--- config.mk ---
export PLATFORM = sky130hd
export DESIGN_NAME = booth_ctrl
export DESIGN_NICKNAME = d
export VERILOG_FILES = /design/src/rtl/booth_pkg.sv /design/src/rtl/booth_cnt.sv /design/src/rtl/booth_ctrl.sv
export SDC_FILE = /design/constraint.sdc
export NUM_CORES = 1
export LEC_CHECK = 0
export BUFFER_PORTS_ARGS = -buffer_cell sky130_fd_sc_hd__buf_4
export CAP_MARGIN = 10
export CORE_AREA = 2 2 39 41
export DETAILED_ROUTE_END_ITERATION = 16
export DIE_AREA = 0 0 41 43
export HOLD_SLACK_MARGIN = 0.12
export PLACE_DENSITY = 0.62
export SETUP_SLACK_MARGIN = 0.3
export SYNTH_ARGS = -nofsm -noshare
export SYNTH_HDL_FRONTEND = slang
export SYNTH_SLANG_ARGS = --single-unit
--- constraint.sdc ---
create_clock -name clk -period 2 [get_ports clk]
set_input_delay 0.4 -clock clk [delete_from_list [all_inputs] [get_ports clk]]
set_output_delay 0.4 -clock clk [all_outputs]
set_load 0.1 [all_outputs]
--- src/rtl/booth_pkg.sv ---
// rtl/booth_pkg.sv - shared constants and types for the Booth multiplier control unit
//
// Contents:
//   N_DEFAULT  default operand width and Booth iteration count
//   state_t    controller state encoding (3 bits): IDLE, LOAD, TEST, SHIFT, DONE
//   BOOTH_SUB  {q0,q_1} pair that selects A <= A - M
//   BOOTH_ADD  {q0,q_1} pair that selects A <= A + M
package booth_pkg;

  localparam int N_DEFAULT = 4;

  typedef enum logic [2:0] {
    IDLE  = 3'd0,
    LOAD  = 3'd1,
    TEST  = 3'd2,
    SHIFT = 3'd3,
    DONE  = 3'd4
  } state_t;

  localparam logic [1:0] BOOTH_SUB = 2'b10;
  localparam logic [1:0] BOOTH_ADD = 2'b01;

endpackage

--- src/rtl/booth_cnt.sv ---
// rtl/booth_cnt.sv - loadable down-counter tracking remaining Booth iterations
//
// Ports:
//   clk        in   rising-edge clock
//   reset      in   synchronous active-low reset, clears the count
//   load       in   load the count from d
//   dec        in   decrement the count (load has priority)
//   d          in   W-bit load value
//   zero_next  out  count is 1, so the pending decrement reaches zero
module booth_cnt #(
  parameter int W = 3
) (
  input  logic         clk,
  input  logic         reset,
  input  logic         load,
  input  logic         dec,
  input  logic [W-1:0] d,
  output logic         zero_next
);

  logic [W-1:0] r_cnt;

  always_ff @(posedge clk) begin
    if (!reset) begin
      r_cnt <= '0;
    end else if (load) begin
      r_cnt <= d;
    end else if (dec && (r_cnt != '0)) begin
      // Guard keeps the counter from wrapping if dec is ever seen at zero.
      r_cnt <= r_cnt - W'(1);
    end
  end

  assign zero_next = (r_cnt == W'(1));

endmodule

--- src/rtl/booth_ctrl.sv ---
// rtl/booth_ctrl.sv - control FSM sequencing the A/Q/M registers of a radix-2 Booth multiplier
//
// Ports:
//   clk        in   rising-edge clock
//   reset      in   synchronous active-low reset
//   inicio     in   start request, sampled only in IDLE and DONE
//   q0, q_1    in   Q register bit 0 and extra bit q-1
//   CargaM     out  load multiplicand M
//   CargaQ     out  load Q and clear q-1
//   ResetA     out  clear accumulator A
//   CargaA     out  load A with adder result
//   resta      out  adder op, 1 = A-M, 0 = A+M (valid with CargaA)
//   DesplazaA  out  arithmetic shift right of A
//   DesplazaQ  out  shift right of Q
//   fin        out  product valid in {A,Q}
module booth_ctrl
  import booth_pkg::*;
#(
  parameter int N = N_DEFAULT
) (
  input  logic clk,
  input  logic reset,
  input  logic inicio,
  input  logic q0,
  input  logic q_1,
  output logic CargaM,
  output logic CargaQ,
  output logic ResetA,
  output logic CargaA,
  output logic resta,
  output logic DesplazaA,
  output logic DesplazaQ,
  output logic fin
);

  localparam int CNT_W = $clog2(N + 1);

  state_t r_state;
  state_t w_next_state;
  logic   w_cnt_load;
  logic   w_cnt_dec;
  logic   w_last_iter;

  booth_cnt #(
    .W(CNT_W)
  ) u_cnt (
    .clk       (clk),
    .reset     (reset),
    .load      (w_cnt_load),
    .dec       (w_cnt_dec),
    .d         (CNT_W'(N)),
    .zero_next (w_last_iter)
  );

  assign w_cnt_load = (r_state == LOAD);
  assign w_cnt_dec  = (r_state == SHIFT);

  always_ff @(posedge clk) begin
    if (!reset) begin
      r_state <= IDLE;
    end else begin
      r_state <= w_next_state;
    end
  end

  always_comb begin
    w_next_state = r_state;
    case (r_state)
      IDLE:    w_next_state = inicio ? LOAD : IDLE;
      LOAD:    w_next_state = TEST;
      TEST:    w_next_state = SHIFT;
      SHIFT:   w_next_state = w_last_iter ? DONE : TEST;
      DONE:    w_next_state = inicio ? DONE : IDLE;
      default: w_next_state = IDLE;
    endcase
  end

  always_comb begin
    CargaM    = 1'b0;
    CargaQ    = 1'b0;
    ResetA    = 1'b0;
    CargaA    = 1'b0;
    resta     = 1'b0;
    DesplazaA = 1'b0;
    DesplazaQ = 1'b0;
    fin       = 1'b0;
    case (r_state)
      LOAD: begin
        CargaM = 1'b1;
        CargaQ = 1'b1;
        ResetA = 1'b1;
      end
      TEST: begin
        // 00 and 11 are runs of equal bits: no add/subtract this iteration.
        case ({q0, q_1})
          BOOTH_SUB: begin
            CargaA = 1'b1;
            resta  = 1'b1;
          end
          BOOTH_ADD: CargaA = 1'b1;
          default: ;
        endcase
      end
      SHIFT: begin
        DesplazaA = 1'b1;
        DesplazaQ = 1'b1;
      end
      DONE:    fin = 1'b1;
      default: ;
    endcase
  end

endmodule
Word level (Yosys, flattened, before mapping)
Index checks and enable logic that the tools add are counted.
{"block": "totals", "register_bits": 6, "word_cells": 31, "in_bits": 5}
{"block": "classes", "eq_ne": 7, "n_mux": 13, "reduce_logical": 6, "n_addsub": 1, "bitwise": 1}
{"op": "3-bit case mux with 5 select lines", "n": 1}
{"op": "3-bit two-way mux", "n": 4}
{"op": "1-bit two-way mux", "n": 8}
{"op": "3-bit by 1-bit equality test with 1-bit output (second input constant)", "n": 2}
{"op": "3-bit by 2-bit equality test with 1-bit output (second input constant)", "n": 2}
{"op": "2-bit OR reduction", "n": 2}
{"op": "3-bit equality test (second input constant)", "n": 1}
{"op": "3-bit logical NOT", "n": 1}
{"op": "3-bit nonzero test", "n": 1}
{"op": "3-bit by 1-bit subtractor with 3-bit output (second input constant)", "n": 1}
{"op": "2-bit by 1-bit equality test with 1-bit output (second input constant)", "n": 1}
{"op": "2-bit equality test (second input constant)", "n": 1}
{"op": "2-bit nonzero test", "n": 1}
{"op": "1-bit logical AND", "n": 1}
{"op": "1-bit NOT", "n": 1}

Depth between registers and ports, before layout
{"block": "depth", "ltp_word": 4, "mapped_depth": 5}

Modules after synthesis
A second synthesis with hierarchy kept.
{"block": "hier_totals", "cells_unflattened": 50, "area_unflattened_um2": 442.9}
{"mod": "booth_cnt", "cells_per_inst": 26, "seq_area_each_um2": 60.1, "area_per_inst_um2": 221.5, "instances": 1}
{"mod": "booth_ctrl", "cells_per_inst": 24, "seq_area_each_um2": 60.1, "area_per_inst_um2": 221.5, "instances": 1}

Worst setup path after synthesis
No wires, ideal clock.
{"block": "synth_path", "kind": "input-to-output", "start": "in q_1", "end": "out CargaA", "setup_slack_ns": -2.178, "path_stages": 3, "required_ns": 1.600, "t_arrival_ns": 3.778, "cell_sequence": "inv_1 > ha_1 > nor4b_1"}
{"block": "synth_via", "elab_chain_len": 4, "elab_cells_between_ends": 5}
{"element": "start, declared", "line": "booth_ctrl.sv:25", "rtl": "input logic q_1,"}
{"element": "2-bit equality test or 2-bit by 1-bit equality test with 1-bit output (tied branches)", "line": "booth_ctrl.sv:95", "rtl": "case ({q0, q_1})"}
{"element": "2-bit OR reduction (no line) (*)"}
{"element": "1-bit two-way mux (*)", "line": "booth_ctrl.sv:95"}
{"element": "1-bit two-way mux (*)", "line": "booth_ctrl.sv:87", "rtl": "case (r_state)"}
{"element": "end, declared", "line": "booth_ctrl.sv:29", "rtl": "output logic CargaA,"}
Mark *: on every way between the ends. The rest lies on a longest branch, timed or not.

Final worst setup path
{"block": "layout_path", "start": "in q0", "end": "out CargaA"}
{"block": "layout_via", "elab_chain_len": 4, "elab_cells_between_ends": 5}
{"element": "start, declared", "line": "booth_ctrl.sv:24", "rtl": "input logic q0,"}
{"element": "2-bit equality test or 2-bit by 1-bit equality test with 1-bit output (tied branches)", "line": "booth_ctrl.sv:95"}
{"element": "2-bit OR reduction (no line) (*)"}
{"element": "1-bit two-way mux (*)", "line": "booth_ctrl.sv:95"}
{"element": "1-bit two-way mux (*)", "line": "booth_ctrl.sv:87"}
Marked as above.

==> impl_metrics.tcl <==
set metrics [dict create \
    status "finished clean" \
    yosysTopAreaCell "dfxtp_1" \
    drc_errors 0 \
    vias 347 \
    finClkSkew_ps 4.60 \
    grt_pass1_wl_um 1240 \
    wl_per_cell_um 10.1 \
    rows 14 \
    synth_area_um2 404 \
    gp_congestion 0.698 \
    ctsLongestPathBuffers 2 \
    yosysMostFrequentCell "dfxtp_1" \
    max_stage_delay_ps 260 \
    hpwlAfterDp_um 589 \
    rsz0062_at_grt "yes" \
    crit_path_top_delay_cell "nor4b_4" \
    drive_above_1_share_pct 45.6 \
    htree_levels 1 \
    grt-ovfl-total 0 \
    cp.required_ps 1600 \
    synth_cells 46 \
    grt_pass1_vias 314 \
    p_leak_uw 0.000233 \
    die_area_mm2 0.00176 \
    io_pins 13 \
    ant_nets 0 \
    fin_nets 67 \
    port_buffers 12 \
    async_reset_ff_share_pct 0 \
    place_inst 69 \
    die_height_um 43 \
    grt_max_degree 11 \
    max_slew_margin_pct 82.9 \
    syn_area_per_cell_um2 8.79 \
    cts_tree "built" \
    drt_wl_total_um 735 \
    ys_seq_area_share_pct 29.7 \
    ys.flop_type "dfxtp_1" \
    routed_via_density 4.75 \
    clock_sinks 6 \
    ys_types 22 \
    cp.arrival_ps 1270 \
    grt_antenna_before_repair 0 \
    drt-initial-drc-count 1 \
    clock-root-buffer "clkbuf_4" \
    tightestPinTransition_ps 253 \
    synth_common_cells "6 x dfxtp_1, 5 x inv_1, 4 x buf_4, 4 x ha_1" \
    cts_buffers 3 \
    cellPowerDensity_mw_per_mm2 620 \
    maxCapViolations 0 \
    slew_viol_final 0 \
    core_area_mm2 0.00138 \
    diodes 0 \
    cp-start-kind "input pin" \
    post-place-ws_ps 292 \
    synth_area_leaders "dfxtp_1 30%, ha_1 12%, buf_4 7.4%" \
    fin_crit_sh_pct 83.5 \
    max_freq_mhz 599 \
    fin_cells 73 \
    setup_viol 0 \
    path_clk_slew_ps 40 \
    hold_buffers 0 \
    grt_use_total_pct 10.4 \
    first_pass_iters 2 \
    finalHoldViolCount 0 \
    worstRegToRegCells 5 \
    end_kind "output pin" \
    ir_drop_mv 0.285 \
    cp_max_fo 1 \
    clk_latency_ps 240 \
    whs_path_depth 2 \
    netlist.area_leader.share_pct 29.7 \
    critPathKind "in -> out" \
    final.setup.worst_slack_ps 330 \
    fin_crit_ps 1670 \
    start_util_pct 29.2 \
    path_cells "buf_4 > ha_4 > nor4b_4 > buf_6" \
    area_growth_pct 48.0 \
    n_fill_cell 145 \
    synth-edff-count 0 \
    synth_seq_cells 6 \
    syn-num-nets 55 \
    yosys_warnings 0 \
    worst_hold_path_type "in -> reg" \
    die_w_um 41 \
]
## area by class of cell
class                      count  area (µm²)  area share, %
multi-input combinational     30         294           49.2
clock buffer                   4        26.3           4.39
inverter                       5        25.0           4.18
tap                           16        20.0           3.35
sequential                     6         131           22.0
timing repair buffer          12         101           16.9
## flip-flops by register name, summed over array words and instances, names as in the netlist
signal and flops:
u_cnt.r_cnt 3, r_state 3
## final timing paths
path	from	end	slack (ps)
worst min register to register	r_state[2]	r_state[0]	520
worst min-delay path	reset	u_cnt.r_cnt[2]	420
worst max register to register	u_cnt.r_cnt[0]	u_cnt.r_cnt[2]	670
worst max-delay path	q0	CargaA	330
## placed cells by master (no fill, tap or decap), drive strengths merged, types with 2 or more instances in the layout
master  count
buf        12
dfxtp       6
inv         4
ha          4
clkbuf      4
nor2b       3
nor2        3
nand3b      2
a21oi       2
o21a        2
nor3        2
nor4b       2
## through the flow
stage	hold slack (ps)	total power [µW]	setup TNS (ps)	utilization, %	cell area (µm²)
finish	415	371	0	43.2	598
CTS	407	379	0	42.5	588
detailed placement	521	258	0	40.1	554
global placement	519	257	0	40.1	554
global route	416	390	0	43.2	598
floorplan	486	255	-164	-	518
## worst max-delay path, delay by kind of cell
kind	cells	cell delay, ps
buf+inv	2	380
simple gates	1	260
fa+ha+maj	1	230
## where the power goes
group          total (µW)  switching, µW  internal [µW]  leakage, µW
Sequential            139           14.4            124    0.0000510
Clock                 114           38.6           75.2    0.0000150
Combinational         118           80.6           37.7     0.000167
## routing by layer
metal | wire (µm) | track usage, % | up-vias
met5 | 0 | 0 | -
met4 | 0 | 8.00 | 0
met3 | 26 | 1.57 | 0
met2 | 399 | 15.6 | 6
met1 | 309 | 12.3 | 160
li1 | - | - | 181
## cells by family after synthesis
family / synth area share, %
AOI/OAI and AO/OA: 13.6
adders and majority gates: 12.4
buffers and inverters: 13.3
DFF: 29.7
and+or+nand+nor: 31.0
## timing repair
item / 4_1_cts / 5_1_grt
setup buffers: 0 / 0
gates cloned: 0 / 0
endpoints found under the setup margin: 4 / 4
resized for setup: 3 / 3
pin swaps: 0 / 0
Power figures use the tool's default switching activity.
